File: src/rtl/multicycle_ctrl_if.sv
// Purpose: handshake/strobe bundle between the multicycle RV32I control FSM
//          and the datapath.
// Signals:
//   instruction_opcode  IR[6:0] seen by the controller
//   memory_ready        memory completes the current access this cycle
//   stall               hold the FSM in DECODE
//   pc_write_cond .. reg_write   datapath strobes/mux selects
//   trap, trap_cause    trap pulse and latched cause
//   instr_retired       one-cycle retire pulse
//   state_o             current FSM state (debug)
// Modports: master = controller side, slave = datapath side.
interface multicycle_ctrl_if;
  logic [6:0] instruction_opcode;
  logic       memory_ready;
  logic       stall;
  logic       pc_write_cond;
  logic       pc_write;
  logic       lorD;
  logic       memory_read;
  logic       memory_write;
  logic       memory_to_reg;
  logic       ir_write;
  logic       pc_source;
  logic [1:0] aluop;
  logic [1:0] alu_src_a;
  logic [1:0] alu_src_b;
  logic       reg_write;
  logic       trap;
  logic [1:0] trap_cause;
  logic       instr_retired;
  logic [2:0] state_o;

  modport master (
    input  instruction_opcode, memory_ready, stall,
    output pc_write_cond, pc_write, lorD, memory_read, memory_write,
           memory_to_reg, ir_write, pc_source, aluop, alu_src_a, alu_src_b,
           reg_write, trap, trap_cause, instr_retired, state_o
  );

  modport slave (
    output instruction_opcode, memory_ready, stall,
    input  pc_write_cond, pc_write, lorD, memory_read, memory_write,
           memory_to_reg, ir_write, pc_source, aluop, alu_src_a, alu_src_b,
           reg_write, trap, trap_cause, instr_retired, state_o
  );
endinterface

File: src/rtl/multicycle_ctrl.sv
// Purpose: multicycle RV32I control FSM. Sequences FETCH/DECODE/EXECUTE/
//          MEMORY/WRITEBACK/TRAP, drives the datapath strobes combinationally
//          from state/opcode/memory_ready, handles memory wait with a bus
//          timeout, illegal and SYSTEM opcode traps, a decode stall and an
//          instruction-retired pulse.
// Ports:
//   clk    rising-edge clock
//   reset  asynchronous, active-low; all outputs read 0 while low
//   bus    multicycle_ctrl_if.master (opcode/ready/stall in, strobes out)
// Parameters:
//   MEM_WAIT_EN    1: wait for memory_ready, 0: memory is always ready
//   TIMEOUT_WIDTH  wait-counter width; timeout at counter == all-ones
//   ILLEGAL_TRAP   1: unknown opcode traps, 0: unknown opcode retires as NOP
module multicycle_ctrl #(
  parameter int MEM_WAIT_EN   = 1,
  parameter int TIMEOUT_WIDTH = 4,
  parameter int ILLEGAL_TRAP  = 1
) (
  input logic               clk,
  input logic               reset,
  multicycle_ctrl_if.master bus
);

  typedef enum logic [2:0] {
    S_FETCH     = 3'd0,
    S_DECODE    = 3'd1,
    S_EXECUTE   = 3'd2,
    S_MEMORY    = 3'd3,
    S_WRITEBACK = 3'd4,
    S_TRAP      = 3'd5
  } state_t;

  localparam logic [6:0] OP_R      = 7'b0110011;
  localparam logic [6:0] OP_I      = 7'b0010011;
  localparam logic [6:0] OP_AUIPC  = 7'b0010111;
  localparam logic [6:0] OP_LUI    = 7'b0110111;
  localparam logic [6:0] OP_JAL    = 7'b1101111;
  localparam logic [6:0] OP_JALR   = 7'b1100111;
  localparam logic [6:0] OP_LOAD   = 7'b0000011;
  localparam logic [6:0] OP_STORE  = 7'b0100011;
  localparam logic [6:0] OP_BRANCH = 7'b1100011;
  localparam logic [6:0] OP_FENCE  = 7'b0001111;
  localparam logic [6:0] OP_SYSTEM = 7'b1110011;

  localparam logic [TIMEOUT_WIDTH-1:0] WAIT_MAX = '1;
  localparam logic [TIMEOUT_WIDTH-1:0] WAIT_ONE = {{(TIMEOUT_WIDTH-1){1'b0}}, 1'b1};

  state_t                   r_state;
  logic [TIMEOUT_WIDTH-1:0] r_wait;
  logic [1:0]               r_cause;

  state_t     w_next;
  logic [1:0] w_cause_next;
  logic [6:0] w_op;
  logic       w_ready, w_waiting, w_timeout, w_known, w_to_mem, w_retire;
  logic       w_pc_write_cond, w_pc_write, w_lorD, w_memory_read, w_memory_write;
  logic       w_memory_to_reg, w_ir_write, w_pc_source, w_reg_write, w_trap;
  logic [1:0] w_aluop, w_alu_src_a, w_alu_src_b;

  assign w_op    = bus.instruction_opcode;
  assign w_ready = (MEM_WAIT_EN == 0) || bus.memory_ready;

  // Only FETCH and the LOAD/STORE MEMORY cycles actually wait on memory.
  assign w_waiting = (MEM_WAIT_EN != 0) &&
                     ((r_state == S_FETCH) ||
                      ((r_state == S_MEMORY) && ((w_op == OP_LOAD) || (w_op == OP_STORE))));
  // A ready on the limit cycle takes precedence: timeout needs ready low.
  assign w_timeout = w_waiting && !bus.memory_ready && (r_wait == WAIT_MAX);

  // Opcode classification: w_to_mem marks opcodes that continue to MEMORY.
  always_comb begin
    w_known  = 1'b1;
    w_to_mem = 1'b0;
    case (w_op)
      OP_R, OP_I, OP_AUIPC, OP_LUI, OP_JAL, OP_JALR, OP_LOAD, OP_STORE: w_to_mem = 1'b1;
      OP_BRANCH, OP_FENCE, OP_SYSTEM: ;
      default: w_known = 1'b0;
    endcase
  end

  // Next state, trap cause and retire decision.
  always_comb begin
    w_next       = r_state;
    w_cause_next = r_cause;
    w_retire     = 1'b0;
    case (r_state)
      S_FETCH: begin
        if (w_ready) begin
          w_next = S_DECODE;
        end else if (w_timeout) begin
          w_next       = S_TRAP;
          w_cause_next = 2'b10;
        end
      end
      S_DECODE: begin
        if (!bus.stall) begin
          if (w_op == OP_SYSTEM) begin
            w_next       = S_TRAP;
            w_cause_next = 2'b11;
          end else if (!w_known && (ILLEGAL_TRAP != 0)) begin
            w_next       = S_TRAP;
            w_cause_next = 2'b01;
          end else begin
            w_next = S_EXECUTE;
          end
        end
      end
      S_EXECUTE: begin
        if (w_to_mem) begin
          w_next = S_MEMORY;
        end else begin
          // BRANCH, FENCE and unknown-as-NOP finish here.
          w_next   = S_FETCH;
          w_retire = 1'b1;
        end
      end
      S_MEMORY: begin
        case (w_op)
          OP_LOAD: begin
            if (w_ready) begin
              w_next = S_WRITEBACK;
            end else if (w_timeout) begin
              w_next       = S_TRAP;
              w_cause_next = 2'b10;
            end
          end
          OP_STORE: begin
            if (w_ready) begin
              w_next   = S_FETCH;
              w_retire = 1'b1;
            end else if (w_timeout) begin
              w_next       = S_TRAP;
              w_cause_next = 2'b10;
            end
          end
          default: begin
            w_next   = S_FETCH;
            w_retire = w_to_mem;
          end
        endcase
      end
      S_WRITEBACK: begin
        w_next   = S_FETCH;
        w_retire = 1'b1;
      end
      default: w_next = S_FETCH;
    endcase
  end

  // State, wait counter and trap cause.
  always_ff @(posedge clk or negedge reset) begin
    if (!reset) begin
      r_state <= S_FETCH;
      r_wait  <= '0;
      r_cause <= 2'b00;
    end else begin
      r_state <= w_next;
      r_cause <= w_cause_next;
      if (w_next != r_state) begin
        r_wait <= '0;
      end else if (w_waiting && !bus.memory_ready && (r_wait != WAIT_MAX)) begin
        r_wait <= r_wait + WAIT_ONE;
      end
    end
  end

  // Datapath strobes; gated by reset so an access drops the instant reset falls.
  always_comb begin
    w_pc_write_cond = 1'b0;
    w_pc_write      = 1'b0;
    w_lorD          = 1'b0;
    w_memory_read   = 1'b0;
    w_memory_write  = 1'b0;
    w_memory_to_reg = 1'b0;
    w_ir_write      = 1'b0;
    w_pc_source     = 1'b0;
    w_aluop         = 2'b00;
    w_alu_src_a     = 2'b00;
    w_alu_src_b     = 2'b00;
    w_reg_write     = 1'b0;
    w_trap          = 1'b0;
    if (reset) begin
      case (r_state)
        S_FETCH: begin
          w_memory_read = 1'b1;
          w_alu_src_b   = 2'b01;
          w_ir_write    = w_ready;
          w_pc_write    = w_ready;
        end
        S_DECODE: begin
          w_alu_src_b = 2'b10;
          if (w_op == OP_JALR) w_alu_src_a = 2'b01;
        end
        S_EXECUTE: begin
          case (w_op)
            OP_R: begin
              w_alu_src_a = 2'b01;
              w_aluop     = 2'b10;
            end
            OP_I: begin
              w_alu_src_a = 2'b01;
              w_alu_src_b = 2'b10;
              w_aluop     = 2'b10;
            end
            OP_AUIPC: w_alu_src_b = 2'b10;
            OP_LUI: begin
              w_alu_src_a = 2'b10;
              w_alu_src_b = 2'b10;
            end
            OP_JAL, OP_JALR: begin
              w_alu_src_b = 2'b01;
              w_pc_write  = 1'b1;
              w_pc_source = 1'b1;
            end
            OP_LOAD, OP_STORE: begin
              w_alu_src_a = 2'b01;
              w_alu_src_b = 2'b10;
            end
            OP_BRANCH: begin
              w_alu_src_a     = 2'b01;
              w_aluop         = 2'b01;
              w_pc_write_cond = 1'b1;
              w_pc_source     = 1'b1;
            end
            default: ;
          endcase
        end
        S_MEMORY: begin
          case (w_op)
            OP_LOAD: begin
              w_memory_read = 1'b1;
              w_lorD        = 1'b1;
            end
            OP_STORE: begin
              w_memory_write = 1'b1;
              w_lorD         = 1'b1;
            end
            default: w_reg_write = w_to_mem;
          endcase
        end
        S_WRITEBACK: begin
          w_reg_write     = 1'b1;
          w_memory_to_reg = 1'b1;
        end
        S_TRAP: w_trap = 1'b1;
        default: ;
      endcase
    end
  end

  assign bus.pc_write_cond = w_pc_write_cond;
  assign bus.pc_write      = w_pc_write;
  assign bus.lorD          = w_lorD;
  assign bus.memory_read   = w_memory_read;
  assign bus.memory_write  = w_memory_write;
  assign bus.memory_to_reg = w_memory_to_reg;
  assign bus.ir_write      = w_ir_write;
  assign bus.pc_source     = w_pc_source;
  assign bus.aluop         = w_aluop;
  assign bus.alu_src_a     = w_alu_src_a;
  assign bus.alu_src_b     = w_alu_src_b;
  assign bus.reg_write     = w_reg_write;
  assign bus.trap          = w_trap;
  assign bus.trap_cause    = r_cause;
  assign bus.instr_retired = reset && w_retire;
  assign bus.state_o       = r_state;

endmodule
File: src/flat_wrapper.sv
// flat-port wrapper written by rule: the top's interface ports become plain ports
module multicycle_ctrl_flat 
#(
  parameter int MEM_WAIT_EN   = 1,
  parameter int TIMEOUT_WIDTH = 4,
  parameter int ILLEGAL_TRAP  = 1
)
  (clk, reset, bus_instruction_opcode, bus_memory_ready, bus_stall, bus_pc_write_cond, bus_pc_write, bus_lorD, bus_memory_read, bus_memory_write, bus_memory_to_reg, bus_ir_write, bus_pc_source, bus_aluop, bus_alu_src_a, bus_alu_src_b, bus_reg_write, bus_trap, bus_trap_cause, bus_instr_retired, bus_state_o);
  multicycle_ctrl_if bus_i ();
  input logic clk;
  input logic reset;
  input wire logic [$bits(bus_i.instruction_opcode)-1:0] bus_instruction_opcode;
  input wire logic [$bits(bus_i.memory_ready)-1:0] bus_memory_ready;
  input wire logic [$bits(bus_i.stall)-1:0] bus_stall;
  output wire logic [$bits(bus_i.pc_write_cond)-1:0] bus_pc_write_cond;
  output wire logic [$bits(bus_i.pc_write)-1:0] bus_pc_write;
  output wire logic [$bits(bus_i.lorD)-1:0] bus_lorD;
  output wire logic [$bits(bus_i.memory_read)-1:0] bus_memory_read;
  output wire logic [$bits(bus_i.memory_write)-1:0] bus_memory_write;
  output wire logic [$bits(bus_i.memory_to_reg)-1:0] bus_memory_to_reg;
  output wire logic [$bits(bus_i.ir_write)-1:0] bus_ir_write;
  output wire logic [$bits(bus_i.pc_source)-1:0] bus_pc_source;
  output wire logic [$bits(bus_i.aluop)-1:0] bus_aluop;
  output wire logic [$bits(bus_i.alu_src_a)-1:0] bus_alu_src_a;
  output wire logic [$bits(bus_i.alu_src_b)-1:0] bus_alu_src_b;
  output wire logic [$bits(bus_i.reg_write)-1:0] bus_reg_write;
  output wire logic [$bits(bus_i.trap)-1:0] bus_trap;
  output wire logic [$bits(bus_i.trap_cause)-1:0] bus_trap_cause;
  output wire logic [$bits(bus_i.instr_retired)-1:0] bus_instr_retired;
  output wire logic [$bits(bus_i.state_o)-1:0] bus_state_o;
  assign bus_i.instruction_opcode = bus_instruction_opcode;
  assign bus_i.memory_ready = bus_memory_ready;
  assign bus_i.stall = bus_stall;
  assign bus_pc_write_cond = bus_i.pc_write_cond;
  assign bus_pc_write = bus_i.pc_write;
  assign bus_lorD = bus_i.lorD;
  assign bus_memory_read = bus_i.memory_read;
  assign bus_memory_write = bus_i.memory_write;
  assign bus_memory_to_reg = bus_i.memory_to_reg;
  assign bus_ir_write = bus_i.ir_write;
  assign bus_pc_source = bus_i.pc_source;
  assign bus_aluop = bus_i.aluop;
  assign bus_alu_src_a = bus_i.alu_src_a;
  assign bus_alu_src_b = bus_i.alu_src_b;
  assign bus_reg_write = bus_i.reg_write;
  assign bus_trap = bus_i.trap;
  assign bus_trap_cause = bus_i.trap_cause;
  assign bus_instr_retired = bus_i.instr_retired;
  assign bus_state_o = bus_i.state_o;
  multicycle_ctrl #(.MEM_WAIT_EN(MEM_WAIT_EN), .TIMEOUT_WIDTH(TIMEOUT_WIDTH), .ILLEGAL_TRAP(ILLEGAL_TRAP)) u_core (.clk(clk), .reset(reset), .bus(bus_i));
endmodule
File: config.mk
export PLATFORM = sky130hd
export DESIGN_NAME = multicycle_ctrl_flat
export DESIGN_NICKNAME = d
export VERILOG_FILES = /design/src/rtl/multicycle_ctrl_if.sv /design/src/rtl/multicycle_ctrl.sv /design/src/flat_wrapper.sv
export SDC_FILE = /design/constraint.sdc
export NUM_CORES = 1
export LEC_CHECK = 0
export ABC_CLOCK_PERIOD_IN_PS = 4430
export BUFFER_PORTS_ARGS = -buffer_cell sky130_fd_sc_hd__buf_2
export CORE_UTILIZATION = 53
export CTS_BUF_LIST = sky130_fd_sc_hd__clkbuf_8 sky130_fd_sc_hd__clkbuf_16
export CTS_CLUSTER_SIZE = 28
export DETAILED_ROUTE_END_ITERATION = 8
export PLACE_DENSITY_LB_ADDON = 0.3
export SYNTH_ARGS = -nofsm -noshare
export SYNTH_HDL_FRONTEND = slang
export SYNTH_SLANG_ARGS = --single-unit
export TNS_END_PERCENT = 20
File: constraint.sdc
create_clock -name clk -period 4.43 [get_ports clk]
set_input_delay 0.443 -clock clk [delete_from_list [all_inputs] [get_ports clk]]
set_output_delay 0.443 -clock clk [all_outputs]
set_load 0.05 [all_outputs]
==> results.py <==
metrics = {
    "critical_path": {
        "crit_required_ns": 3.99,
        "crit_fanout": 14,
        "cp-end-kind": "output pin",
        "worstPathArrival_ns": 2.04,
        "start_kind": "flop",
        "ff2ff_setup_slack_ns": 2.44,
        "worstSetupPathType": "reg -> out",
        "rr_worst_depth": 5,
        "r2r-start": "u_core.bus.state_o[0]",
        "worstReg2RegEnd": "u_core.bus.trap_cause[1]",
    },
    "status": {
        "status": "completed",
    },
    "cells_and_area": {
        "diodes": 0,
        "fin_util_pct": 72.84,
        "post_layout_nonfiller_instances": 178,
        "finish.net_count": 167,
        "area_growth_pct": 21.31,
        "fillCellCount": 133,
        "drive_gt1_share_pct": 27.92,
    },
    "placed_design": {
        "globalplace.congestion": 0.9038,
        "portBuffers": 32,
        "preCtsSetupSlack_ns": 2.013,
        "dp.cells": 174,
        "dpl.hpwl_mm": 1.903,
    },
    "pwr": {
        "p_leak_uw": 0.0005063,
        "p_int_uw": 248.5,
        "switching_share_pct": 52.39,
        "p_comb_share_pct": 55.4,
        "power_density_mw_per_mm2": 449.5,
        "seq_power_share_pct": 26.8,
        "p_sw_uw": 273.4,
        "p_clk_share_pct": 17.8,
        "ir_worst_vdd_mv": 0.3394,
    },
    "clock_network": {
        "root_buffer": "clkbuf_8",
        "cts_buffers": 3,
        "cts_tree": "built",
        "clock-sinks": 9,
        "clk_pin_slew_ns": 0.04,
        "clock_latency_ns": 0.23,
        "holdBufCountCts": 0,
        "post_cts_buffers": 0,
        "cts_resized": 0,
        "h-tree-depth": 1,
        "cts_buffer_depth": 2,
    },
    "grt": {
        "grt_pass1_wl_mm": 4.160,
        "grt_max_degree": 19,
        "overflow": 0,
        "grt_pass1_vias": 906,
        "grt_usage_pct": 28.54,
        "antenna_found_initial": 0,
    },
    "synthesis": {
        "synth_edf_count": 0,
        "yosysUniqueCellTypes": 45,
        "yosys_register_bits": 9,
        "postSynthAreaPerCell_um2": 7.657,
        "netlist_instances": 125,
        "netlist_area_um2": 957.2,
        "synth_flop_cell": "dfrtp_1",
        "async_flop_share_pct": 100.0,
        "ys_seq_area_share_pct": 23.53,
        "ys.warnings.count": 0,
        "syn_nets": 137,
    },
    "die": {
        "die_h_um": 44.50,
        "start_util_pct": 60.05,
        "core_area_mm2": 0.001594,
        "die_x_um": 44.50,
        "ios": 33,
        "num_rows": 14,
        "die_area_mm2": 0.001980,
    },
    "sta": {
        "rsz0062_at_grt": "no",
        "period_needed_ns": 2.484,
        "hold_viol": 0,
        "tightest_slew_ns": 0.6332,
        "final-max-slew-violation-count": 0,
        "timing.final.crit_share_pct": 56.08,
        "slew-limit-headroom_pct": 57.46,
        "finClkSkew_ns": 0.0003162,
        "fmax_ghz": 0.4025,
        "timing.final.ws_setup_ns": 1.946,
        "setup_violations": 0,
        "final.setup.tns_ns": 0,
    },
    "drt": {
        "drt_wl_total_mm": 2.625,
        "num_vias": 1105,
        "remaining_drc_errors": 0,
        "drt_first_iter_violations": 41,
        "dr.pass1.iters": 4,
        "avgViaCountPerCell": 6.208,
        "wl_per_cell_um": 14.75,
        "ant_nets": 0,
    },
    "min_path": {
        "hp-class": "in -> async",
    },
    "run": {
        "drv_cap": 0,
    },
}
==> cells by family after synthesis <==
family / after synthesis / synth area share, %
AOI/OAI and AO/OA: 34 / 26.67
xor gates and xnor gates: 3 / 2.746
adders and majority gates: 1 / 1.307
buffers and inverters: 11 / 4.836
DFF: 9 / 23.53
and+or+nand+nor: 67 / 40.91
==> Yosys cell counts (all sizes together) (4+ instances only) <==
master | instances | area, um^2
nand2b | 5 | 31.28
nor2 | 15 | 56.30
nor3 | 7 | 35.03
dfrtp | 9 | 225.2
nand2 | 10 | 37.54
inv | 4 | 15.01
nand3b | 4 | 30.03
nor2b | 4 | 25.02
a21oi | 8 | 40.04
buf | 4 | 20.02
==> per-stage QoR <==
stage / cell area [um^2] / hold slack, ns / power (uW)
finish: 1161 / 0.1024 / 521.9
global route: 1161 / 0.1197 / 549.3
CTS: 1161 / 0.1022 / 522.5
detailed placement: 1116 / 0.3515 / 426.6
global placement: 1116 / 0.3495 / 418.2
floorplan: 957.2 / 0.1474 / 360.0
==> cell usage in the layout (no fill, tap or decap), types with 2 or more instances in the layout <==
cell / n
a21oi_1: 8
a31oi_1: 2
and3_1: 3
buf_2: 32
clkbuf_8: 3
dfrtp_1: 9
inv_1: 5
nand2_1: 10
nand2b_1: 5
nand3_1: 3
nand3b_1: 4
nand4bb_1: 2
nor2_1: 15
nor2b_1: 4
nor3_1: 7
nor3b_1: 2
o211ai_1: 2
o21a_1: 3
o21ai_0: 3
o22ai_1: 2
o31ai_1: 3
or3_1: 2
xnor2_1: 3
==> worst max path at each step <==
stage | startpoint | slack [ns] | cells after the start | end
6_report | u_core.bus.state_o[2] | 1.95 | 4 | bus_aluop[1]
5_1_grt | u_core.bus.state_o[2] | 1.77 | 4 | bus_aluop[1]
4_1_cts | u_core.bus.state_o[2] | 1.93 | 4 | bus_aluop[1]
3_5_place_dp | bus_instruction_opcode[6] | 2.01 | 7 | bus_reg_write
3_3_place_gp | bus_instruction_opcode[6] | 2.01 | 7 | bus_reg_write
2_1_floorplan | u_core.bus.state_o[1] | 0.89 | 5 | bus_aluop[1]
==> power by group through the flow <==
stage | Sequential (uW) | Combinational [uW] | Clock (uW)
global placement | 137 | 281 | 0
finish | 140 | 289 | 92.8
floorplan | 160 | 200 | 0
global route | 142 | 309 | 98.8
CTS | 139 | 288 | 95.3
detailed placement | 140 | 286 | 0
==> layer usage <==
metal | up-vias | routed length [um] | track usage [%]
li1 | 523 | - | -
met1 | 537 | 1232 | 41.16
met2 | 43 | 1237 | 42.94
met3 | 2 | 143 | 7.755
met4 | 0 | 10 | 5.455
met5 | - | 0 | 0
==> flip-flops by register name, summed over array words and instances (netlist names) <==
name / flops
u_core.bus.state_o: 3
u_core.r_wait: 4
u_core.bus.trap_cause: 2
==> worst max-delay path, stage by stage (launching register included) <==
cell and delay (ns):
dfrtp_1 0.54, nand2b_1 0.26, or3_1 0.42, nor4b_1 0.27
buf_2 0.31
==> final cells by class <==
cell class,count,area [um^2],area share [%]
multi-input combinational,105,685.7,59.05
sequential,9,225.2,19.40
timing repair buffer,32,160.2,13.79
clock buffer,3,41.29,3.556
tap,24,30.03,2.586
inverter,4,15.01,1.293
clock inverter,1,3.754,0.3233
Note: power is estimated with default switching activity, not from simulation.
